<file path="config.mk">
export PLATFORM = sky130hd
export DESIGN_NAME = run_before_decoder
export DESIGN_NICKNAME = d
export VERILOG_FILES = /design/src/rtl/cavlc_pkg.sv /design/src/rtl/run_before_lut.sv /design/src/rtl/run_before_decoder.sv
export SDC_FILE = /design/constraint.sdc
export NUM_CORES = 1
export LEC_CHECK = 0
export CORE_UTILIZATION = 55
export CTS_CLUSTER_SIZE = 12
export DETAILED_ROUTE_END_ITERATION = 7
export GPL_ROUTABILITY_DRIVEN = 1
export HOLD_SLACK_MARGIN = 0.12
export PLACE_DENSITY = 0.81
export SETUP_SLACK_MARGIN = 0.4
export SYNTH_ARGS = -nofsm -noshare
export SYNTH_HDL_FRONTEND = slang
export SYNTH_SLANG_ARGS = --single-unit
</file>
<file path="constraint.sdc">
create_clock -name clk -period 18.81 [get_ports clk]
set_input_delay 3.762 -clock clk [delete_from_list [all_inputs] [get_ports clk]]
set_output_delay 3.762 -clock clk [all_outputs]
set_load 0.02 [all_outputs]
</file>
<file path="src/rtl/cavlc_pkg.sv">
// ----------------------------------------------------------------------------
// cavlc_pkg
//   Shared types and constants for the CAVLC run_before decode path.
//   - rb_state_t          : run_before decoder FSM states
//   - MAX_CW_LEN          : longest run_before codeword (11 bits, run 14)
//   - BLK_SIZE            : coefficients per 4x4 block
//   - RB_LEN_*            : fixed codeword lengths of the short tables
//   - count_leading_zeros : leading-zero count of an 11-bit window (0..11)
// ----------------------------------------------------------------------------
package cavlc_pkg;

    typedef enum logic [1:0] {
        IDLE   = 2'd0,
        DECODE = 2'd1,
        FIN    = 2'd2
    } rb_state_t;

    localparam int MAX_CW_LEN = 11;
    localparam int BLK_SIZE   = 16;

    // Codeword lengths used by the zerosLeft tables.
    localparam logic [3:0] RB_LEN_1 = 4'd1;
    localparam logic [3:0] RB_LEN_2 = 4'd2;
    localparam logic [3:0] RB_LEN_3 = 4'd3;
    localparam logic [3:0] RB_LEN_MAX = 4'(MAX_CW_LEN);

    // zerosLeft>6 escape codes: k leading zeros (k>=3) encode run k+4 in k+1 bits.
    localparam logic [3:0] RB_ESC_RUN_OFFSET = 4'd4;

    // Number of leading zeros of an MSB-first window; 11 when the window is all zero.
    function automatic logic [3:0] count_leading_zeros(input logic [MAX_CW_LEN-1:0] w);
        logic [3:0] n;
        logic       seen_one;
        n        = 4'd0;
        seen_one = 1'b0;
        for (int i = MAX_CW_LEN - 1; i >= 0; i--) begin
            if (w[i]) begin
                seen_one = 1'b1;
            end else if (!seen_one) begin
                n = n + 4'd1;
            end
        end
        return n;
    endfunction

endpackage

</file>
<file path="src/rtl/run_before_lut.sv">
// ----------------------------------------------------------------------------
// run_before_lut
//   Combinational run_before codeword table. Looks at the head of the bit
//   window and returns the run it encodes and the codeword length for the
//   current zerosLeft context.
//   Ports:
//     zl      in  4   zeros left (table selector; 0 is not a decode context)
//     win     in  11  bit window, win[10] = next unread bit
//     run     out 4   decoded run_before
//     len     out 4   codeword length in bits
//     invalid out 1   zerosLeft>6 and no '1' in the whole window
// ----------------------------------------------------------------------------
module run_before_lut
    import cavlc_pkg::*;
(
    input  logic [3:0]            zl,
    input  logic [MAX_CW_LEN-1:0] win,
    output logic [3:0]            run,
    output logic [3:0]            len,
    output logic                  invalid
);

    logic [3:0] lz;

    assign lz = count_leading_zeros(win);

    always_comb begin
        run     = 4'd0;
        len     = 4'd0;
        invalid = 1'b0;
        case (zl)
            4'd0: begin
                // No codeword is read when no zeros remain.
                run = 4'd0;
                len = 4'd0;
            end
            4'd1: begin
                len = RB_LEN_1;
                run = win[10] ? 4'd0 : 4'd1;
            end
            4'd2: begin
                if (win[10]) begin
                    len = RB_LEN_1;
                    run = 4'd0;
                end else begin
                    len = RB_LEN_2;
                    run = win[9] ? 4'd1 : 4'd2;
                end
            end
            4'd3: begin
                // 11,10,01,00 -> 0..3
                len = RB_LEN_2;
                run = 4'd3 - {2'b00, win[10:9]};
            end
            4'd4: begin
                if (win[10] | win[9]) begin
                    len = RB_LEN_2;
                    run = 4'd3 - {2'b00, win[10:9]};
                end else begin
                    len = RB_LEN_3;
                    run = win[8] ? 4'd3 : 4'd4;
                end
            end
            4'd5: begin
                if (win[10]) begin
                    len = RB_LEN_2;
                    run = win[9] ? 4'd0 : 4'd1;
                end else begin
                    // 011,010,001,000 -> 2..5
                    len = RB_LEN_3;
                    run = 4'd5 - {2'b00, win[9:8]};
                end
            end
            4'd6: begin
                if (win[10:9] == 2'b11) begin
                    len = RB_LEN_2;
                    run = 4'd0;
                end else begin
                    len = RB_LEN_3;
                    case (win[10:8])
                        3'b000:  run = 4'd1;
                        3'b001:  run = 4'd2;
                        3'b011:  run = 4'd3;
                        3'b010:  run = 4'd4;
                        3'b101:  run = 4'd5;
                        3'b100:  run = 4'd6;
                        default: run = 4'd0;
                    endcase
                end
            end
            default: begin
                // zerosLeft > 6: 111..001 map to runs 0..6; longer codes are
                // k zeros then a one, run k+4 (0001 -> 7 ... 00000000001 -> 14).
                if (lz <= 4'd2) begin
                    len = RB_LEN_3;
                    run = 4'd7 - {1'b0, win[10:8]};
                end else if (lz >= RB_LEN_MAX) begin
                    len     = RB_LEN_MAX;
                    run     = 4'd0;
                    invalid = 1'b1;
                end else begin
                    len = lz + 4'd1;
                    run = lz + RB_ESC_RUN_OFFSET;
                end
            end
        endcase
    end

endmodule

</file>
<file path="src/rtl/run_before_decoder.sv">
// ----------------------------------------------------------------------------
// run_before_decoder
//   CAVLC run_before decoder for one 4x4 block. After a start pulse it walks
//   the coefficients from highest frequency down, emitting one run and one
//   zig-zag position per cycle and consuming codewords from the bit window.
//   Ports:
//     clk          in   1   clock, rising edge
//     rst          in   1   asynchronous active-low reset
//     start        in   1   begin a block (sampled only in IDLE)
//     totalcoeff   in   5   nonzero coefficient count, 0..16
//     totalzero    in   4   zeros before the last coefficient, 0..15
//     bits_in      in   11  bit window, bits_in[10] = next unread bit
//     bits_avail   in   5   number of valid bits in bits_in, 0..11
//     consume      out  1   source drops consume_len bits this cycle
//     consume_len  out  4   bits consumed (0 when consume=0)
//     run_valid    out  1   run_value/run_pos/run_idx valid
//     run_value    out  4   run_before of current coefficient
//     run_pos      out  4   zig-zag index of current coefficient
//     run_idx      out  5   coefficient ordinal, 0 = highest frequency
//     busy         out  1   not IDLE
//     done         out  1   end-of-block pulse
//     err          out  1   with done: header or bitstream violation
// ----------------------------------------------------------------------------
module run_before_decoder
    import cavlc_pkg::*;
(
    input  logic                  clk,
    input  logic                  rst,
    input  logic                  start,
    input  logic [4:0]            totalcoeff,
    input  logic [3:0]            totalzero,
    input  logic [MAX_CW_LEN-1:0] bits_in,
    input  logic [4:0]            bits_avail,
    output logic                  consume,
    output logic [3:0]            consume_len,
    output logic                  run_valid,
    output logic [3:0]            run_value,
    output logic [3:0]            run_pos,
    output logic [4:0]            run_idx,
    output logic                  busy,
    output logic                  done,
    output logic                  err
);

    rb_state_t  state_q, state_d;
    logic [3:0] zl_q,    zl_d;
    logic [4:0] pos_q,   pos_d;
    logic [4:0] cnt_q,   cnt_d;
    logic [4:0] tc_q,    tc_d;
    logic       err_r_q, err_r_d;

    logic [3:0] lut_run;
    logic [3:0] lut_len;
    logic       lut_invalid;
    logic [5:0] hdr_sum;
    logic       cw_fits;

    run_before_lut u_lut (
        .zl      (zl_q),
        .win     (bits_in),
        .run     (lut_run),
        .len     (lut_len),
        .invalid (lut_invalid)
    );

    assign hdr_sum = {1'b0, totalcoeff} + {2'b00, totalzero};
    // A codeword is only trusted once all of its bits are inside the window.
    assign cw_fits = ({1'b0, lut_len} <= bits_avail);

    always_comb begin
        state_d     = state_q;
        zl_d        = zl_q;
        pos_d       = pos_q;
        cnt_d       = cnt_q;
        tc_d        = tc_q;
        err_r_d     = err_r_q;
        consume     = 1'b0;
        consume_len = 4'd0;
        run_valid   = 1'b0;
        run_value   = 4'd0;
        run_pos     = 4'd0;
        run_idx     = 5'd0;
        busy        = (state_q != IDLE);
        done        = 1'b0;
        err         = 1'b0;

        case (state_q)
            IDLE: begin
                if (start) begin
                    zl_d  = totalzero;
                    pos_d = hdr_sum[4:0] - 5'd1;
                    cnt_d = 5'd0;
                    tc_d  = totalcoeff;
                    if (hdr_sum > 6'(BLK_SIZE)) begin
                        err_r_d = 1'b1;
                        state_d = FIN;
                    end else if (totalcoeff == 5'd0) begin
                        err_r_d = 1'b0;
                        state_d = FIN;
                    end else begin
                        state_d = DECODE;
                    end
                end
            end

            DECODE: begin
                if (cnt_q == tc_q - 5'd1) begin
                    // Last (lowest-frequency) coefficient takes all remaining zeros.
                    run_valid = 1'b1;
                    run_value = zl_q;
                    run_pos   = pos_q[3:0];
                    run_idx   = cnt_q;
                    state_d   = FIN;
                end else if (zl_q == 4'd0) begin
                    run_valid = 1'b1;
                    run_value = 4'd0;
                    run_pos   = pos_q[3:0];
                    run_idx   = cnt_q;
                    pos_d     = pos_q - 5'd1;
                    cnt_d     = cnt_q + 5'd1;
                end else if (cw_fits) begin
                    if (lut_invalid || (lut_run > zl_q)) begin
                        err_r_d = 1'b1;
                        state_d = FIN;
                    end else begin
                        run_valid   = 1'b1;
                        run_value   = lut_run;
                        run_pos     = pos_q[3:0];
                        run_idx     = cnt_q;
                        consume     = 1'b1;
                        consume_len = lut_len;
                        zl_d        = zl_q - lut_run;
                        pos_d       = pos_q - {1'b0, lut_run} - 5'd1;
                        cnt_d       = cnt_q + 5'd1;
                    end
                end
                // Otherwise wait for more bits with all outputs idle.
            end

            FIN: begin
                done    = 1'b1;
                err     = err_r_q;
                err_r_d = 1'b0;
                state_d = IDLE;
            end

            default: begin
                state_d = IDLE;
            end
        endcase
    end

    always_ff @(posedge clk or negedge rst) begin
        if (!rst) begin
            state_q <= IDLE;
            zl_q    <= 4'd0;
            pos_q   <= 5'd0;
            cnt_q   <= 5'd0;
            tc_q    <= 5'd0;
            err_r_q <= 1'b0;
        end else begin
            state_q <= state_d;
            zl_q    <= zl_d;
            pos_q   <= pos_d;
            cnt_q   <= cnt_d;
            tc_q    <= tc_d;
            err_r_q <= err_r_d;
        end
    end

endmodule

</file>
# Word level (Yosys, flattened, before mapping)
# Cells that the tools add are included.
# op_classes
n_eq_ne	27
muxes	116
bitwise_logic	1
add_sub_neg	23
magnitude_cmp	5
reduce_logical	14
# ops
cell	n
$mux W4	48
$mux W5	15
$pmux W4 S7	2
$add A4 B1 Y4 const B	10
$mux W1	35
$pmux W5 S2	2
$sub A5 B1 Y5 const B	4
$mux W2	9
$ne A3 B3 Y1 const B	6
$pmux W3 S6	1
$eq A4 B3 Y1 const B	3
$ne A2 B2 Y1 const B	6
$eq A4 B2 Y1 const B	2
$pmux W4 S2	1
$reduce_and A7 Y1	1
$reduce_or A7 Y1	1
$add A5 B4 Y6	1
$eq A3 B2 Y1 const B	2
$eq A3 B3 Y1 const B	2
$gt A6 B5 Y1 const B	1
$reduce_and A6 Y1	1
$add A5 B1 Y5 const B	1
$eq A5 B5 Y1	1
$le A4 B5 Y1	1
other kinds (28)	30
# totals
out_inout_bits	22
word_cells	192
reg_bits	22

# Logic depth before layout (Yosys ltp)
# logic_depth
ltp_word	42
depth_mapped	49
mapped_depth_nobuf	47

# Cells and area by module
# A second synthesis with hierarchy kept.
# unflattened
cells_unflattened	420
area_unflattened_um2	3390.8
# by_module_without_submodules
module	n_inst	area_each_um2	cells_each
run_before_decoder	1	2147.1	243
run_before_lut	1	1243.7	177

# Worst setup path after synthesis
# OpenSTA, ideal clock, no wires.
# synth_path
kind	input-to-output
start	input bits_in[9]
end	output run_idx[0]
stages	45
t_required_ns	15.048
t_arrival_ns	11.928
setup_slack_ns	3.120
n_path_buf	1
cell_sequence	clkbuf_1 -> nor2b_1 -> ha_1 -> o21a_1 -> a21oi_1 -> o22ai_1 -> ha_1 -> nand2b_1 -> a21oi_1 -> ha_1 -> inv_1 -> a21oi_1 -> a32oi_1 -> nor3_1 -> a211oi_1 -> ha_1 -> nor2_1 -> a21oi_1 -> [9 not listed] -> or4_4 -> a21oi_2 -> xnor2_2 -> inv_1 -> ha_1 -> a21oi_1 -> a31oi_1 -> a2bb2oi_1 -> ha_1 -> inv_1 -> fa_1 -> a21o_1 -> a21oi_1 -> nor2_1 -> nor2_1 -> a31oi_1 -> o21a_2 -> and2_1
# synth_between
elab_chain_cells	39
elab_cells_between_ends	78
cone_classes	add/sub: 14; order compare: 4; eq/ne: 6; mux: 51; bitwise: 1; reduce/logical: 2
# synth_rtl
element	line_no	text
from (decl)	run_before_decoder.sv:32	input logic [MAX_CW_LEN-1:0] bits_in,
$mux W4	cavlc_pkg.sv:37	if (w[i]) begin
$add A4 B1 Y4	cavlc_pkg.sv:40	n = n + 4'd1;
$mux W4	cavlc_pkg.sv:39	end else if (!seen_one) begin
$mux W4	cavlc_pkg.sv:37	
$add A4 B1 Y4	cavlc_pkg.sv:40	
$mux W4	cavlc_pkg.sv:39	
$mux W4	cavlc_pkg.sv:37	
$add A4 B1 Y4	cavlc_pkg.sv:40	
[23 not listed]	n/a	
$pmux W4 S7	run_before_lut.sv:31	case (zl)
$gt A4 B4 Y1	run_before_decoder.sv:122	if (lut_invalid || (lut_run > zl_q)) begin
$logic_or A1 B1 Y1	run_before_decoder.sv:122	
$mux W5	run_before_decoder.sv:122	
$mux W5 *	run_before_decoder.sv:121	end else if (cw_fits) begin
$mux W5 *	run_before_decoder.sv:114	end else if (zl_q == 4'd0) begin
$mux W5 *	run_before_decoder.sv:107	if (cnt_q == tc_q - 5'd1) begin
$mux W5 *	run_before_decoder.sv:87	case (state_q)
to (decl)	run_before_decoder.sv:39	output logic [4:0] run_idx,
# Mark *: on every way between the ends. The rest lies on a longest branch, timed or not.

# Worst setup path in the final report
# layout_path
start	input bits_in[9]
end	output run_idx[3]
# The elaborated chain is that of the path after synthesis.

==> flow_results.org <==
** Critical path
- Counting both buffers and inverters, the worst setup path holds a total of 6.
- Required time reported for the critical path endpoint :: 15.05 ns
- Worst Reg-to-Reg Cells :: 15
- The critical path runs through a total of 47 cells.
- Across all register-to-register paths, the minimum setup slack is between 10 and 15 ns.
- Standard cell with the maximum stage delay on the critical path :: clkdlybuf4s50_1
- STA classifies the critical path endpoint as an output port.
- CP Data Arrival Time :: 13.91 ns
- Element type at the critical path start :: primary input
- Kind of critical path :: primary input to output port
- Critical path peak fanout :: 15
- On the worst path, the slowest cell contributes a delay of roughly 0.67 ns.
- Gate family responsible for the most delay along the worst path :: compound AO/OA/AOI/OAI gates
- Most prevalent standard cell on the critical path :: ha_1

** Route
- Summing over every cut layer, the via total after detailed routing is 3600.
- Dividing the detail-routed wire length by the instance count gives 16.52 um.
- Count of antenna-violating nets left after detailed routing :: 0
- In the routed design, unresolved DRC markers number 0.
- Via density per instance :: 6.294
- In this run, the number of DRC markers left after iteration 0 of detailed routing was 270.
- Routed wire length :: between 9000 and 10000 um
- First-pass iteration count of the detailed router :: 7

** Global route
- Across every metal layer, demand over resource in global routing totals about 28%.
- The number of global-route vias before repair came to 3475.
- Entering global routing, the biggest net connects 22 pins.
- For met2 alone, demand over resource in global routing was ~50%.
- The layer flagged by global routing as most heavily used is met2.
- Antenna violations before repair :: 0
- Residual overflow from global routing :: 0
- Global routing usage on met1 :: between 30 and 40%
- Global-route met3 utilization :: 2.982%
- First-pass GRT wire length :: about 16000 um

** Power
- Summed over all cells, the static leakage comes to around 1.7 nW.
- Power comes to 0.4850 mW.
- Across the VDD grid, the largest voltage drop is 0.0001193 V.
- Total power density per cell area :: 117.0 nW/um^2

** Floorplan
- The initial utilization of the core area, before any placement, comes to between 50% and 60%.
- Site row count :: 29
- Core Area :: between 6000 and 7000 um^2
- The die is 82.97 um wide.
- The die covers around 7000 um^2.
- During I/O placement, the number of pins put on the boundary was 50.
- The die is 82.97 um tall.

** STA
- Setup-violating endpoint count in the final report :: 0
- The final-report max-slew violation count came to 0.
- Fin Clk Skew :: 0.003597 ns
- Worst slew margin relative to its limit :: 35.11%
- Unrepaired setup endpoints after global routing :: no
- The final critical path takes up 93.92% of the cycle.
- For the pin with the worst max-slew slack, the measured transition is roughly 0.97 ns.
- Hold violation count in the final report :: 0
- The smallest clock period supported by the final layout is computed as 17.67 ns.
- Highest clock rate :: 56.60 MHz
- Setup total negative slack :: 0 ns

** Logic synthesis
- Leading cell types by total area after synthesis :: dfrtp_1 15%, ha_1 12%, xnor2_1 5.1%, a21oi_1 4.6%, nor2_1 3.6%
- Number of instances in the synthesized netlist :: ~460
- Each instance of the synthesized netlist takes up on average between 7 and 8 um^2.
- After synthesis the cells add up to 3606 um^2.
- Count of state elements after synthesis :: 21
- Counting every net in the synthesized netlist gives 529.
- For this run, the register share of the synthesized area comes to between 10% and 20%.
- Post-synth EDFFs :: 0
- Synth Flop Type :: dfrtp_1
- For this run, asynchronously set or reset flops after synthesis account for 100.0%.
- Post-synth top area share :: between 10 and 15%
- The commonest cells after synthesis are 35 x ha_1, 35 x nor2_1, 33 x a21oi_1, 32 x nand2_1, 31 x inv_1.
- Of all cell types, the one taking the most synthesized area is dfrtp_1.
- Number of warnings reported in the yosys synthesis log :: 0
- Distinct cells, synth :: 77

** Placed design
- Port buffering added between 40 and 50 buffers.
- Final HPWL DP :: 7393 um
- Placer's final routability congestion estimate :: ~0.9

** Clocking
- Clock tree synthesis selected as its root buffer the cell clkbuf_8.
- Longest Clk Path Bufs :: 2
- Level count of the clock H-tree :: 1
- Number of buffers added by the clock tree synthesis step :: 3
- Counting every sink on the clock net gives 21.
- CTS tree :: built
- Post CTS Setup Buffer Count :: 0
- Worst-skew pair later-pin latency :: approximately 0.27 ns
- After clock tree synthesis, the clock-pin slew on the worst setup and hold paths is 0.08 ns.

** Layout
- Syn-to-layout area delta :: 14.96%
- # diodes :: 0
- Cells with a size suffix above 1 make up 8.485% of the layout.
- At the end of the flow, the number of nets in the layout was 562.

** Min path
- HP Class :: flip-flop to flip-flop
- Hold path depth :: 1

** Outcome
- Run status :: finished, final reports clean

** Flow run
- Across the run, the number of max-cap violations was 0.
metal layers:
metal,vias up,share of wire (%),wire (um)
met3,34,3.3,314
met4,0,3.5,331
met1,1700,42,3922
met2,118,52,4881
li1,1748,-,-
met5,-,0,0
final cells by class:
| class | instances | area [um^2] |
|---|---|---|
| inverter | 32 | 120.1 |
| sequential | 21 | 525.5 |
| clock buffer | 4 | 45.04 |
| tap | 77 | 96.34 |
| multi-input combinational | 389 | 2865 |
| timing repair buffer | 49 | 493.0 |
| fill | 555 | 2205 |
stage by stage:
stage	instance area [um^2]	setup WS, ns	utilization, %	hold slack [ns]	cells
after floorplan	3606	3.120	-	0.4727	463
after global placement	4094	1.436	64.47	0.4854	568
after detailed placement	4094	1.104	64.47	0.5094	568
after CTS	4139	1.061	65.18	0.5266	572
after global routing	4145	0.3818	65.28	0.5471	572
final	4145	1.143	65.28	0.5290	572
kinds of logic (layout without fill, tap and decap cells):
kind of cell	count (synthesis)	count (layout)	share of synthesized area [%]
buf+inv	53	85	6.072
fa+ha+maj	39	39	14.09
compound gates	127	127	24.53
flops	21	21	14.57
mux	26	26	7.668
simple gates	167	167	25.05
xor+xnor	30	30	8.016
final timing paths:
check	startpoint	to
max	bits_in[9]	run_idx[3]
min in group asynchronous	rst	cnt_q[0]
max reg2reg	zl_q[1]	cnt_q[3]
min	err_r_q	err_r_q
min reg2reg	err_r_q	err_r_q
max in group asynchronous	rst	zl_q[0]
registers in the layout (all words and copies together), names as in the netlist:
signal and count:
pos_q 4, tc_q 5, cnt_q 5, zl_q 4
err_r_q 1, state_q 2
worst register-to-register path, stage by stage (launching register included):
cell	delay [ns]
dfrtp_1	0.62
inv_1	0.25
or3_1	0.43
a31oi_1	0.16
a2bb2oi_1	0.32
ha_1	0.20
inv_1	0.06
fa_1	0.42
a21o_1	0.17
a21oi_1	0.17
nor2_1	0.07
nor2_1	0.13
nor2_1	0.08
and3b_1	0.33
o2111ai_1	0.25
mux2_1	0.34
repair_timing:
action	in CTS	in global routing
hold buffers	0	0
endpoints found under the setup margin	0	16
gates resized for setup	0	2
cells in the final DEF (no fill, tap or decap), types with 7 or more instances in the layout:
cell / synthesis / routed
xnor2_1: 21 / 21
xor2_1: 7 / 7
o21ai_0: 22 / 22
nand2_1: 32 / 32
or2_2: 7 / 7
mux2_2: 11 / 11
nor3_1: 12 / 12
nand2b_1: 11 / 11
ha_1: 35 / 35
a31oi_1: 8 / 8
a21oi_1: 33 / 32
inv_1: 31 / 31
dfrtp_1: 21 / 21
nor2_1: 35 / 35
nor2b_1: 12 / 12
and2_1: 16 / 16
mux2i_1: 13 / 13
clkdlybuf4s50_1: 0 / 48
power by group:
part           internal [mW]  switching [mW]
logic                  0.159           0.198
registers             0.0649          0.0324
clock network         0.0152          0.0159
total                  0.239           0.246
Note: power is estimated with default switching activity, not from simulation.
